<file path="config.mk">
export PLATFORM = sky130hd
export DESIGN_NAME = mul_tree_sched
export DESIGN_NICKNAME = d
export VERILOG_FILES = /design/src/rtl/mul_tree_sched_pkg.sv /design/src/rtl/mul_tree_sched_tag_fifo.sv /design/src/rtl/mul_tree_sched.sv
export SDC_FILE = /design/constraint.sdc
export NUM_CORES = 1
export LEC_CHECK = 0
export CORE_MARGIN = 8
export CORE_UTILIZATION = 44
export CTS_BUF_LIST = sky130_fd_sc_hd__clkbuf_16
export CTS_CLUSTER_DIAMETER = 120
export DETAILED_ROUTE_END_ITERATION = 10
export GPL_ROUTABILITY_DRIVEN = 0
export PLACE_DENSITY = 0.84
export SYNTH_ARGS = -nofsm -noshare
export SYNTH_HDL_FRONTEND = slang
export SYNTH_SLANG_ARGS = --single-unit
</file>
<file path="constraint.sdc">
create_clock -name clk -period 6 [get_ports clk]
set_input_delay 1.2 -clock clk [delete_from_list [all_inputs] [get_ports clk]]
set_output_delay 1.2 -clock clk [all_outputs]
set_load 0.05 [all_outputs]
</file>
<file path="src/rtl/mul_tree_sched_pkg.sv">
// mul_tree_sched_pkg: shared mode encodings, bf16 constant, FSM state type and packing helpers
package mul_tree_sched_pkg;
  localparam logic [1:0] TWO_IN = 2'd0, THREE_IN = 2'd1, FOUR_IN = 2'd2, SIX_IN = 2'd3;
  localparam logic [15:0] BF16_ONE = 16'h3F80;
  typedef logic [1:0] state_t;
  localparam state_t IDLE = 2'd0, RUN = 2'd1, DRAIN = 2'd2;
  function automatic logic nin_ok(input logic [2:0] nin);
    return nin >= 3'd2 && nin <= 3'd6;
  endfunction
  // illegal counts report the current mode so they never force a drain
  function automatic logic [1:0] req_mode(input logic [2:0] nin, input logic [1:0] cur);
    return nin == 3'd2 ? TWO_IN :
           (nin == 3'd3 || nin == 3'd4) ? FOUR_IN :
           (nin == 3'd5 || nin == 3'd6) ? SIX_IN : cur;
  endfunction
  // odd operand counts are padded with 1.0 so the product is unchanged
  function automatic logic [127:0] pack_ops(input logic [2:0] nin, input logic [95:0] ops);
    return nin == 3'd2 ? {96'd0, ops[31:0]} :
           nin == 3'd3 ? {64'd0, BF16_ONE, ops[47:0]} :
           nin == 3'd4 ? {64'd0, ops[63:0]} :
           nin == 3'd5 ? {BF16_ONE, BF16_ONE, BF16_ONE, ops[79:0]} :
           nin == 3'd6 ? {BF16_ONE, BF16_ONE, ops[95:0]} : 128'd0;
  endfunction
endpackage

</file>
<file path="src/rtl/mul_tree_sched_tag_fifo.sv">
// sched_tag_fifo: DEPTH x TAG_W synchronous tag FIFO
//   push/din write, pop/dout read head, flush clears, full/empty/count status
module sched_tag_fifo #(
  parameter int DEPTH = 16,
  parameter int TAG_W = 4
) (
  input  logic                     clk,
  input  logic                     rst,
  input  logic                     push,
  input  logic                     pop,
  input  logic                     flush,
  input  logic [TAG_W-1:0]         din,
  output logic [TAG_W-1:0]         dout,
  output logic                     full,
  output logic                     empty,
  output logic [$clog2(DEPTH):0]   count
);
  localparam int AW = $clog2(DEPTH);
  logic [TAG_W-1:0] mem [DEPTH];
  logic [AW-1:0] wp, rp;
  logic pw, pr;
  assign full = count == (AW+1)'(DEPTH);
  assign empty = count == '0;
  assign pw = push && !full;
  assign pr = pop && !empty;
  assign dout = mem[rp];
  always_ff @(posedge clk or posedge rst)
    if (rst) begin
      wp <= '0;
      rp <= '0;
      count <= '0;
    end else if (flush) begin
      wp <= '0;
      rp <= '0;
      count <= '0;
    end else begin
      wp <= wp + AW'(pw);
      rp <= rp + AW'(pr);
      count <= count + (AW+1)'(pw) - (AW+1)'(pr);
    end
  always_ff @(posedge clk)
    if (pw) mem[wp] <= din;
endmodule

</file>
<file path="src/rtl/mul_tree_sched.sv">
// mul_tree_sched: issue scheduler for the bf16 product-node multiplier tree
//   job_*  : job offer (valid/ready, operand count, 6x bf16 operands, tag)
//   mul_*  : registered tree operand bus, issue strobe and tree mode
//   tree_* : tree outputs; lane 0 carries the product in every mode
//   res_*  : in-order results with tag, no backpressure
//   busy   : jobs in flight; err: one-cycle pulse on illegal job, stray strobe or watchdog
//   MUL_TREE_SCHED_WDOG_EN enables a watchdog that flushes after WDOG_CYC stalled cycles
module mul_tree_sched
  import mul_tree_sched_pkg::*;
#(
  parameter int TAG_W = 4,
  parameter int DEPTH = 16,
  parameter int WDOG_CYC = 64
) (
  input  logic              clk,
  input  logic              rst,
  input  logic              job_valid,
  output logic              job_ready,
  input  logic [2:0]        job_nin,
  input  logic [95:0]       job_ops,
  input  logic [TAG_W-1:0]  job_tag,
  output logic [127:0]      mul_ins,
  output logic              mul_stb,
  output logic [1:0]        mode,
  input  logic [63:0]       tree_out,
  input  logic [3:0]        tree_stbs,
  output logic              res_valid,
  output logic [15:0]       res_data,
  output logic [TAG_W-1:0]  res_tag,
  output logic              busy,
  output logic              err
);
  localparam int AW = $clog2(DEPTH);
  state_t state, nxt;
  logic [AW:0] cnt, nxt_cnt;
  logic [TAG_W-1:0] head;
  logic [1:0] rmode;
  logic full, empty, legal, acc, push, pop, stray, wd_fire, unused_ok;
  assign legal = nin_ok(job_nin);
  assign rmode = req_mode(job_nin, mode);
  assign job_ready = !full && state != DRAIN && (cnt == '0 || rmode == mode) && !wd_fire;
  assign acc = job_valid && job_ready;
  assign push = acc && legal;
  assign pop = tree_stbs[0] && cnt != '0;
  assign stray = tree_stbs[0] && cnt == '0;
  assign busy = cnt != '0;
  assign nxt_cnt = cnt + (AW+1)'(push) - (AW+1)'(pop);
  // a waiting job with a different mode locks out new issues until the tree empties
  assign nxt = (wd_fire || nxt_cnt == '0) ? IDLE :
               (state == DRAIN || (job_valid && cnt != '0 && rmode != mode)) ? DRAIN : RUN;
  assign unused_ok = ^{tree_out[63:16], tree_stbs[3:1], empty};
`ifdef MUL_TREE_SCHED_WDOG_EN
  localparam int WW = $clog2(WDOG_CYC + 1);
  logic [WW-1:0] wcnt;
  assign wd_fire = cnt != '0 && !pop && wcnt == WW'(WDOG_CYC - 1);
  always_ff @(posedge clk or posedge rst)
    if (rst) wcnt <= '0;
    else wcnt <= (pop || cnt == '0 || wd_fire) ? '0 : wcnt + 1'b1;
`else
  assign wd_fire = 1'b0;
`endif
  sched_tag_fifo #(.DEPTH(DEPTH), .TAG_W(TAG_W)) u_fifo (
    .clk(clk), .rst(rst), .push(push), .pop(pop), .flush(wd_fire),
    .din(job_tag), .dout(head), .full(full), .empty(empty), .count(cnt)
  );
  always_ff @(posedge clk or posedge rst)
    if (rst) begin
      mul_ins <= '0;
      mul_stb <= 1'b0;
      mode <= TWO_IN;
      res_valid <= 1'b0;
      res_data <= '0;
      res_tag <= '0;
      err <= 1'b0;
      state <= IDLE;
    end else begin
      mul_stb <= push;
      if (push) begin
        mul_ins <= pack_ops(job_nin, job_ops);
        mode <= rmode;
      end
      res_valid <= pop;
      if (pop) begin
        res_data <= tree_out[15:0];
        res_tag <= head;
      end
      err <= (acc && !legal) || stray || wd_fire;
      state <= nxt;
    end
endmodule

</file>
Yosys cells after proc, flatten, opt, wreduce, memory -nomap -nowiden

Memories as Yosys holds them, arrays and structs flattened. A register that Yosys moved wholly into a read port is not among the register bits.
Index checks and enable logic that the tools add are counted.

RAM bits: 64
Word-level logic and storage cells: 64
Output and inout bits: 155
Memories: 1
Input port bits: 174
Register bits: 164

Muxes and demuxes: 12
Reductions and logical operators: 23
Equality and inequality tests: 10
Order comparisons: 2
$add $sub $neg: 6

Memory list:

| memory     | depth | bits a word | read ports | clocked after Yosys merged registers in | write ports | line                          | source |
|---|---|---|---|---|---|---|---|
| u_fifo.mem | 16    | 4           | 1          | 1                                       | 1           | mul_tree_sched_tag_fifo.sv:19 | `logic [TAG_W-1:0] mem [DEPTH];` |

Operators by type and width:

| kind                 | number |
|---|---|
| $mux W126            | 5 |
| $logic_and A1 B1 Y1  | 12 |
| $add A5 B1 Y5        | 2 |
| $logic_not A5 Y1     | 2 |
| $mux W2              | 5 |
| $sub A5 B1 Y5        | 2 |
| $eq A3 B3 Y1 const B | 3 |
| $add A4 B1 Y4        | 2 |
| $eq A3 B2 Y1 const B | 2 |
| $eq A5 B5 Y1 const B | 1 |
| $logic_or A1 B1 Y1   | 5 |
| $reduce_bool A5 Y1   | 1 |
| $ge A3 B2 Y1 const B | 1 |
| $le A3 B3 Y1 const B | 1 |
| $logic_not A1 Y1     | 3 |
| $eq A2 B2 Y1         | 1 |
| $eq A2 B2 Y1 const B | 1 |
| $mux W1              | 2 |
| $ne A2 B2 Y1         | 1 |
| $ne A2 B2 Y1 const B | 1 |

Depth between registers and ports, before layout

Gate-level depths: netlist (run 1).

Word-level depth: 14
Gate-level depth with buffers: 18
Depth with buffers taken out: 15

By module

Synthesis (run 1) repeated with hierarchy kept, for this count alone.

Cells, all modules: 721
Area, all modules: 8854.7 sq um

Modules (own cells, without submodules):

| module         | instances | cells each | sequential area each (sq um) | area an instance (sq um) |
|---|---|---|---|---|
| mul_tree_sched | 1         | 526        | 3103.0                       | 5529.1 |
| sched_tag_fifo | 1         | 195        | 2247.2                       | 3325.7 |

Worst setup path after synthesis (run 1)

Ideal clock, no wire load.

Path type: input -> register
From: in job_nin[1]
To: reg state[0]
Slack: 1.481 ns
Cell stages on the path: 15
Arrival: 4.382 ns
Setup time: 0.137 ns
Buffers on the path: 4
Required time: 5.863 ns
Cells stage by stage: buf_2 > xor2_1 > o211a_1 > o211ai_4 > buf_6 > buf_2 > buf_2 > inv_1 > ha_1 > fa_1 > a211oi_1 > xnor2_1 > or3_1 > a2111oi_1 > nor2_1

Word-level cells in the longest chain between the ends: 14
Elaborated cells between the ends (all ways): 26
Those cells by class: 2 x add/sub; 2 x order compare; 7 x eq/ne; 5 x mux; 10 x reduce/logical

Ends and longest elaborated chain:

| what                    | line                     | source |
|---|---|---|
| from (decl)             | mul_tree_sched.sv:19     | `input logic [2:0] job_nin,` |
| $eq A3 B3 Y1            | mul_tree_sched_pkg.sv:14 | `(nin == 3'd5 \|\| nin == 3'd6) ? SIX_IN : cur;` |
| $logic_or A1 B1 Y1      | mul_tree_sched_pkg.sv:14 |  |
| $mux W2                 | mul_tree_sched_pkg.sv:14 |  |
| $mux W2                 | mul_tree_sched_pkg.sv:13 | `(nin == 3'd3 \|\| nin == 3'd4) ? FOUR_IN :` |
| $mux W2                 | mul_tree_sched_pkg.sv:12 | `return nin == 3'd2 ? TWO_IN :` |
| $eq A2 B2 Y1            | mul_tree_sched.sv:41     | `assign job_ready = !full && state != DRAIN && (cnt == '0 \|\| rmode == mode) && !wd_fire;` |
| $logic_or A1 B1 Y1      | mul_tree_sched.sv:41     |  |
| $logic_and A1 B1 Y1     | mul_tree_sched.sv:41     |  |
| $logic_and A1 B1 Y1     | mul_tree_sched.sv:42     | `assign acc = job_valid && job_ready;` |
| $logic_and A1 B1 Y1 (*) | mul_tree_sched.sv:43     | `assign push = acc && legal;` |
| via push                | mul_tree_sched.sv:38     | `logic full, empty, legal, acc, push, pop, stray, wd_fire, unused_ok;` |
| $add A5 B1 Y5 (*)       | mul_tree_sched.sv:47     | `assign nxt_cnt = cnt + (AW+1)'(push) - (AW+1)'(pop);` |
| $sub A5 B1 Y5 (*)       | mul_tree_sched.sv:47     |  |
| $logic_not A5 Y1 (*)    | mul_tree_sched.sv:49     | `assign nxt = (wd_fire \|\| nxt_cnt == '0) ? IDLE :` |
| $mux W2 (*)             | mul_tree_sched.sv:49     |  |
| via nxt[0]              | mul_tree_sched.sv:34     | `state_t state, nxt;` |
| to (signal assigned)    | mul_tree_sched.sv:88     | `state <= nxt;` |
| to (decl)               | mul_tree_sched.sv:34     |  |

The timed path passes the listed nets; every way through them passes the cells marked *.
A chain may end at the register's enable or synchronous reset.

Worst setup path after layout (run 1)

From: in job_nin[1]
To: out job_ready

Word-level cells in the longest chain between the ends: 8
Elaborated cells between the ends (all ways): 13
Those cells by class: 6 x eq/ne; 3 x mux; 4 x reduce/logical

Ends and longest elaborated chain:

| what                    | line                     | source |
|---|---|---|
| $eq A3 B3 Y1            | mul_tree_sched_pkg.sv:14 |  |
| $logic_or A1 B1 Y1      | mul_tree_sched_pkg.sv:14 |  |
| $mux W2                 | mul_tree_sched_pkg.sv:14 |  |
| $mux W2                 | mul_tree_sched_pkg.sv:13 |  |
| $mux W2 (*)             | mul_tree_sched_pkg.sv:12 |  |
| $eq A2 B2 Y1 (*)        | mul_tree_sched.sv:41     |  |
| $logic_or A1 B1 Y1 (*)  | mul_tree_sched.sv:41     |  |
| $logic_and A1 B1 Y1 (*) | mul_tree_sched.sv:41     |  |
| to (decl)               | mul_tree_sched.sv:18     | `output logic job_ready,` |

Every way passes the cells marked *; elsewhere a longest branch is shown, timed or not.

==> results of run 1 <==
==> registers in the layout (all words and copies together) (netlist names) <==
| register | cells |
|---|---|
| err | 1 |
| mode | 2 |
| mul_ins | 97 |
| mul_stb | 1 |
| res_data | 16 |
| res_tag | 4 |
| res_valid | 1 |
| state | 2 |
| u_fifo.count | 5 |
| u_fifo.mem | 64 |
| u_fifo.rp | 4 |
| u_fifo.wp | 4 |
==> cell usage in the layout (no fill, tap or decap), drive strengths merged, types with 11 or more instances in the layout <==
master,netlist,routed
inv,16,17
a21oi,17,17
clkdlybuf4s50,0,259
mux4,16,16
mux2,34,34
edfxtp,64,64
conb,1,18
nand2,147,147
dfrtp,137,137
ha,11,11
nor2,22,22
o21ai,49,49
clkbuf,19,23
nand3,20,20
==> through the flow <==
stage	power, mW	hold WS [ps]	worst slack (ps)	cells
3_5_place_dp	5.43	467	762	1174
6_report	6.71	478	1060	1211
4_1_cts	6.76	480	1070	1211
5_1_grt	7.03	501	807	1211
3_3_place_gp	5.37	456	804	1174
2_1_floorplan	4.38	464	1130	712
==> worst max-delay path, cell delays in order <==
cell	delay (ps)
clkdlybuf4s50_1	860
nand4_1	300
and2_1	250
o2111ai_1	110
and3_1	200
clkdlybuf4s50_1	820
==> worst paths after layout <==
check	endpoint	cells past startpoint
min in group asynchronous	mul_ins[82]	2
worst max-delay path	job_ready	6
worst min-delay path	res_data[10]	2
worst min register to register	res_data[10]	2
max in group asynchronous	u_fifo.wp[1]	3
worst max register to register	state[1]	15
==> layer usage <==
metal / vias up / routed length (µm) / track usage
li1: 2846 / - / -
met2: 220 / 10900 / 0.303
met1: 2928 / 8990 / 0.220
met3: 40 / 1890 / 0.0496
met5: - / 0 / 0
met4: 0 / 651 / 0.0642
==> cells by family after synthesis <==
family,count (synthesis),share of synthesized area
compound gates,98,0.0734
xor+xnor,12,0.0123
fa+ha+maj,13,0.0207
buf+inv,85,0.0547
flops,201,0.624
mux,59,0.0971
other cells,1,0.000437
simple gates,226,0.118
==> final cells by class <==
class	instances	area [µm²]
Fill cell	1504	7360
Sequential cell	201	5350
Multi-Input combinational cell	426	2820
Timing Repair Buffer	265	2640
Clock buffer	23	576
Tap cell	265	332
Clock inverter	14	125
Inverter	17	68.8
==> power breakdown <==
part | switching [mW] | internal [mW]
Clock | 0.533 | 0.778
Sequential | 0.320 | 1.81
Combinational | 2.08 | 1.19
Total | 2.93 | 3.77
==> flow_metrics.py, run 1 <==
metrics = {
    "setup_path": {
        "critPathRequiredTime_ps": 4800,
        "path_max_fanout": 19,
        "regToRegSetupSlack_ps": 1130,
        "r2r_start": "u_fifo.count[3]",
        "startpoint_type": "primary input",
        "worstPathArrival_ps": 3740,
        "end_kind": "output pin",
        "worstSetupPathType": "in -> out",
        "crit_start": "job_nin[1]",
    },
    "logic_synthesis": {
        "ys_dominant_reg_cell": "dfrtp_1",
        "synth_cell_types": 55,
        "synthMostInstantiatedCell": "nand2_1",
        "synth_edf_count": 64,
        "ys_seq_area_frac": 0.624,
        "synth-async-reset-ratio": 0.682,
        "yosysTopAreaCell": "dfrtp_1",
        "synth-warning-count": 0,
        "synth_area_um2": 8580,
        "synthTopCellsByCount": "nand2_1 (147), dfrtp_1 (137), edfxtp_1 (64), o21ai_0 (45), mux2_2 (34)",
        "synth_area_leaders": "dfrtp_1 (40%), edfxtp_1 (22%), nand2_1 (6.4%)",
        "ys_ff_latch": 201,
        "avgSynthCellArea_um2": 12.3,
        "synthCells": 695,
        "synth_top_area_frac": 0.400,
    },
    "floorplan": {
        "core_area_um2": 19300,
        "die_w_um": 156,
        "rows": 51,
        "start_util": 0.445,
        "die-area_um2": 24200,
        "ios": 329,
        "fp.dieH_um": 156,
    },
    "global_route": {
        "grt_antenna_before_repair": 0,
        "grt_pass1_vias": 6294,
        "grt_first_pass_wirelength_um": 34600,
        "grt_max_degree": 98,
        "overflow": 0,
        "gr-usage-all-layers": 0.180,
    },
    "place": {
        "dp_hpwl_um": 16200,
        "numPortBuffers": 259,
        "placed_area_um2": 11200,
    },
    "drt": {
        "first_pass_iters": 4,
        "post-route-drc-count": 0,
        "wl_per_cell_um": 18.5,
        "ant_nets": 0,
        "wl_um": 22400,
        "drt_iter0_markers": 314,
        "vias": 6034,
        "vias_per_cell": 4.98,
    },
    "cts": {
        "root_buffer": "clkbuf_16",
        "hold_buffers": 0,
        "path_clk_slew_ps": 60,
        "clockBufferDepth": 3,
        "cts_setup_buffers": 0,
        "clock-sinks": 201,
        "cts_inserted_buffers": 22,
        "htreeDepth": 1,
        "cts_resized": 0,
        "clkLatencyLatePin_ps": 490,
        "cts_tree": "done",
    },
    "timing": {
        "tightest_slew_ps": 860,
        "period_minus_slack_ps": 4940,
        "setup_violations": 0,
        "finalClockSkew_ps": 6.99,
        "fmax_mhz": 202,
        "rsz0062_at_grt": "no",
        "slew_viol_final": 0,
        "hold_viol": 0,
        "finalSetupTns_ps": 0,
        "period_share": 0.823,
        "slew_headroom": 0.427,
    },
    "run_status": {
        "status": "finished, final reports clean",
    },
    "final_layout": {
        "fin_area_um2": 11900,
        "post-route-util": 0.618,
        "fin_nets": 1120,
        "drive_above_1_share": 0.107,
        "area_growth_pct": 38.9,
        "n_antenna_cell": 0,
    },
    "power": {
        "p_leak_nw": 4.88,
        "irDropWorstVdd_v": 0.000386,
        "powerDensity_nw_per_um2": 563,
    },
    "run": {
        "cap_viol_max_count": 0,
    },
    "min_path": {
        "min-delay-start": "res_data[10]",
        "hp-class": "reg -> reg",
    },
}
(Power assumes the default switching activity.)
==> run 2: changes to the inputs <==
- clock period: 6 -> 5 ns (I/O delays scaled with it)
==> flow_metrics.py, run 2 (same netlist as run 1, synthesis figures left out) <==
metrics = {
    "floorplan": {
        "core_area_um2": 19300,
        "rows": 51,
        "die_w_um": 156,
        "ios": 329,
        "die-area_um2": 24200,
        "fp.dieH_um": 156,
        "start_util": 0.445,
    },
    "setup_path": {
        "worstPathArrival_ps": 3450,
        "startpoint_type": "primary input",
        "regToRegSetupSlack_ps": 850,
        "path_max_fanout": 15,
        "r2r_start": "u_fifo.count[2]",
        "rr_worst_depth": 15,
        "end_kind": "output pin",
        "r2r-end": "state[0]",
        "critPathRequiredTime_ps": 4000,
        "worstSetupPathType": "in -> out",
    },
    "cts": {
        "hold_buffers": 0,
        "cts_inserted_buffers": 23,
        "cts_resized": 0,
        "root_buffer": "clkbuf_16",
        "cts_tree": "done",
        "clkLatencyLatePin_ps": 500,
        "clockBufferDepth": 3,
        "htreeDepth": 1,
        "path_clk_slew_ps": 50,
        "clock-sinks": 201,
        "cts_setup_buffers": 0,
    },
    "final_layout": {
        "regMostFlops": "mul_ins",
        "reg.largest.list": "mul_ins (97), u_fifo.mem (64), res_data (16)",
        "final_cell_mix": "clkdlybuf4s50_1 (259), nand2_1 (147), dfrtp_1 (137)",
        "mostFrequentLayoutCell": "clkdlybuf4s50_1",
        "fill_cells": 1468,
        "area_growth_pct": 39.2,
        "largest_reg_flops": 97,
        "drive_above_1_share": 0.105,
        "fin_nets": 1124,
    },
    "timing": {
        "setup_violations": 0,
        "slew_viol_final": 0,
        "tightest_slew_ps": 816,
        "hold_viol": 0,
        "period_share": 0.890,
        "fmax_mhz": 225,
        "period_minus_slack_ps": 4450,
        "slew_headroom": 0.456,
        "setup_ws_ps": 548,
        "finalClockSkew_ps": 10.8,
        "rsz0062_at_grt": "no",
        "finalSetupTns_ps": 0,
    },
    "drt": {
        "post-route-drc-count": 0,
        "wl_um": 22400,
        "first_pass_iters": 4,
        "drt_iter0_markers": 279,
        "wl_per_cell_um": 18.4,
        "vias": 6037,
        "vias_per_cell": 4.96,
        "ant_nets": 0,
    },
    "global_route": {
        "gr-usage-all-layers": 0.181,
        "grt_first_pass_wirelength_um": 35000,
        "grt_max_degree": 87,
        "grt_antenna_before_repair": 0,
        "grt_pass1_vias": 6307,
        "overflow": 0,
    },
    "min_path": {
        "hp-class": "reg -> reg",
        "min-delay-start": "res_data[4]",
        "holdPathEnd": "res_data[4]",
        "hold_depth": 2,
    },
    "place": {
        "numPortBuffers": 259,
        "place_ws_ps": 432,
        "dp_hpwl_um": 16200,
    },
    "power": {
        "p_leak_nw": 4.92,
        "irDropWorstVdd_v": 0.000421,
        "powerDensity_nw_per_um2": 673,
    },
    "run": {
        "cap_viol_max_count": 0,
    },
    "run_status": {
        "status": "finished, final reports clean",
    },
}
==> run 2: cell count changes in the layout (fill, tap and decap cells not counted), sizes merged <==
cell      change
diode         +1
buf           +3
clkinvlp      -2
clkinv        -5
inv           +9
==> run 2: area by class of cell <==
cell class / instances / area, µm² / area share
Antenna cell: 1 / 2.50 / 0.000210
Clock buffer: 23 / 576 / 0.0482
Clock inverter: 16 / 126 / 0.0106
Inverter: 17 / 68.8 / 0.00576
Multi-Input combinational cell: 426 / 2820 / 0.236
Sequential cell: 201 / 5350 / 0.448
Tap cell: 265 / 332 / 0.0278
Timing Repair Buffer: 268 / 2660 / 0.223
==> run 2: critical path, cell delays in order <==
cell and delay [ps]:
clkdlybuf4s50_1 800, nand4_1 280, and2_1 230, o2111ai_1 110
and3_1 200, clkdlybuf4s50_1 830
==> run 2: per-layer routing <==
| metal | track usage | share of wire | vias to the layer above |
|---|---|---|---|
| met3 | 0.0518 | 0.089 | 29 |
| li1 | - | - | 2857 |
| met1 | 0.221 | 0.39 | 2931 |
| met2 | 0.307 | 0.50 | 220 |
| met4 | 0.0518 | 0.020 | 0 |
| met5 | 0 | 0 | - |
==> run 2: how the worst max path moves through the flow <==
stage / start / endpoint / slack [ps] / cells after the start
5_1_grt: job_nin[2] / job_ready / 460 / 6
6_report: job_nin[2] / job_ready / 550 / 6
3_3_place_gp: job_nin[0] / state[0] / 510 / 12
2_1_floorplan: rst / err / 330 / 1
4_1_cts: job_nin[2] / job_ready / 580 / 6
3_5_place_dp: job_nin[0] / state[0] / 430 / 12
==> run 2: power breakdown <==
part	total [mW]	switching [mW]	leakage [nW]	internal [mW]
Combinational	3.92	2.49	2.26	1.43
Sequential	2.56	0.381	2.29	2.17
Clock	1.56	0.629	0.373	0.934
==> run 2: metrics by stage <==
stage | hold slack [ps] | instances | power, mW | utilization | area [µm²]
final | 472 | 1217 | 8.03 | 0.619 | 11900
after global routing | 501 | 1216 | 8.43 | 0.619 | 11900
after CTS | 476 | 1216 | 8.12 | 0.619 | 11900
after detailed placement | 462 | 1177 | 6.52 | 0.583 | 11200
after global placement | 456 | 1177 | 6.44 | 0.583 | 11200
after floorplan | 464 | 712 | 5.26 | - | 8640
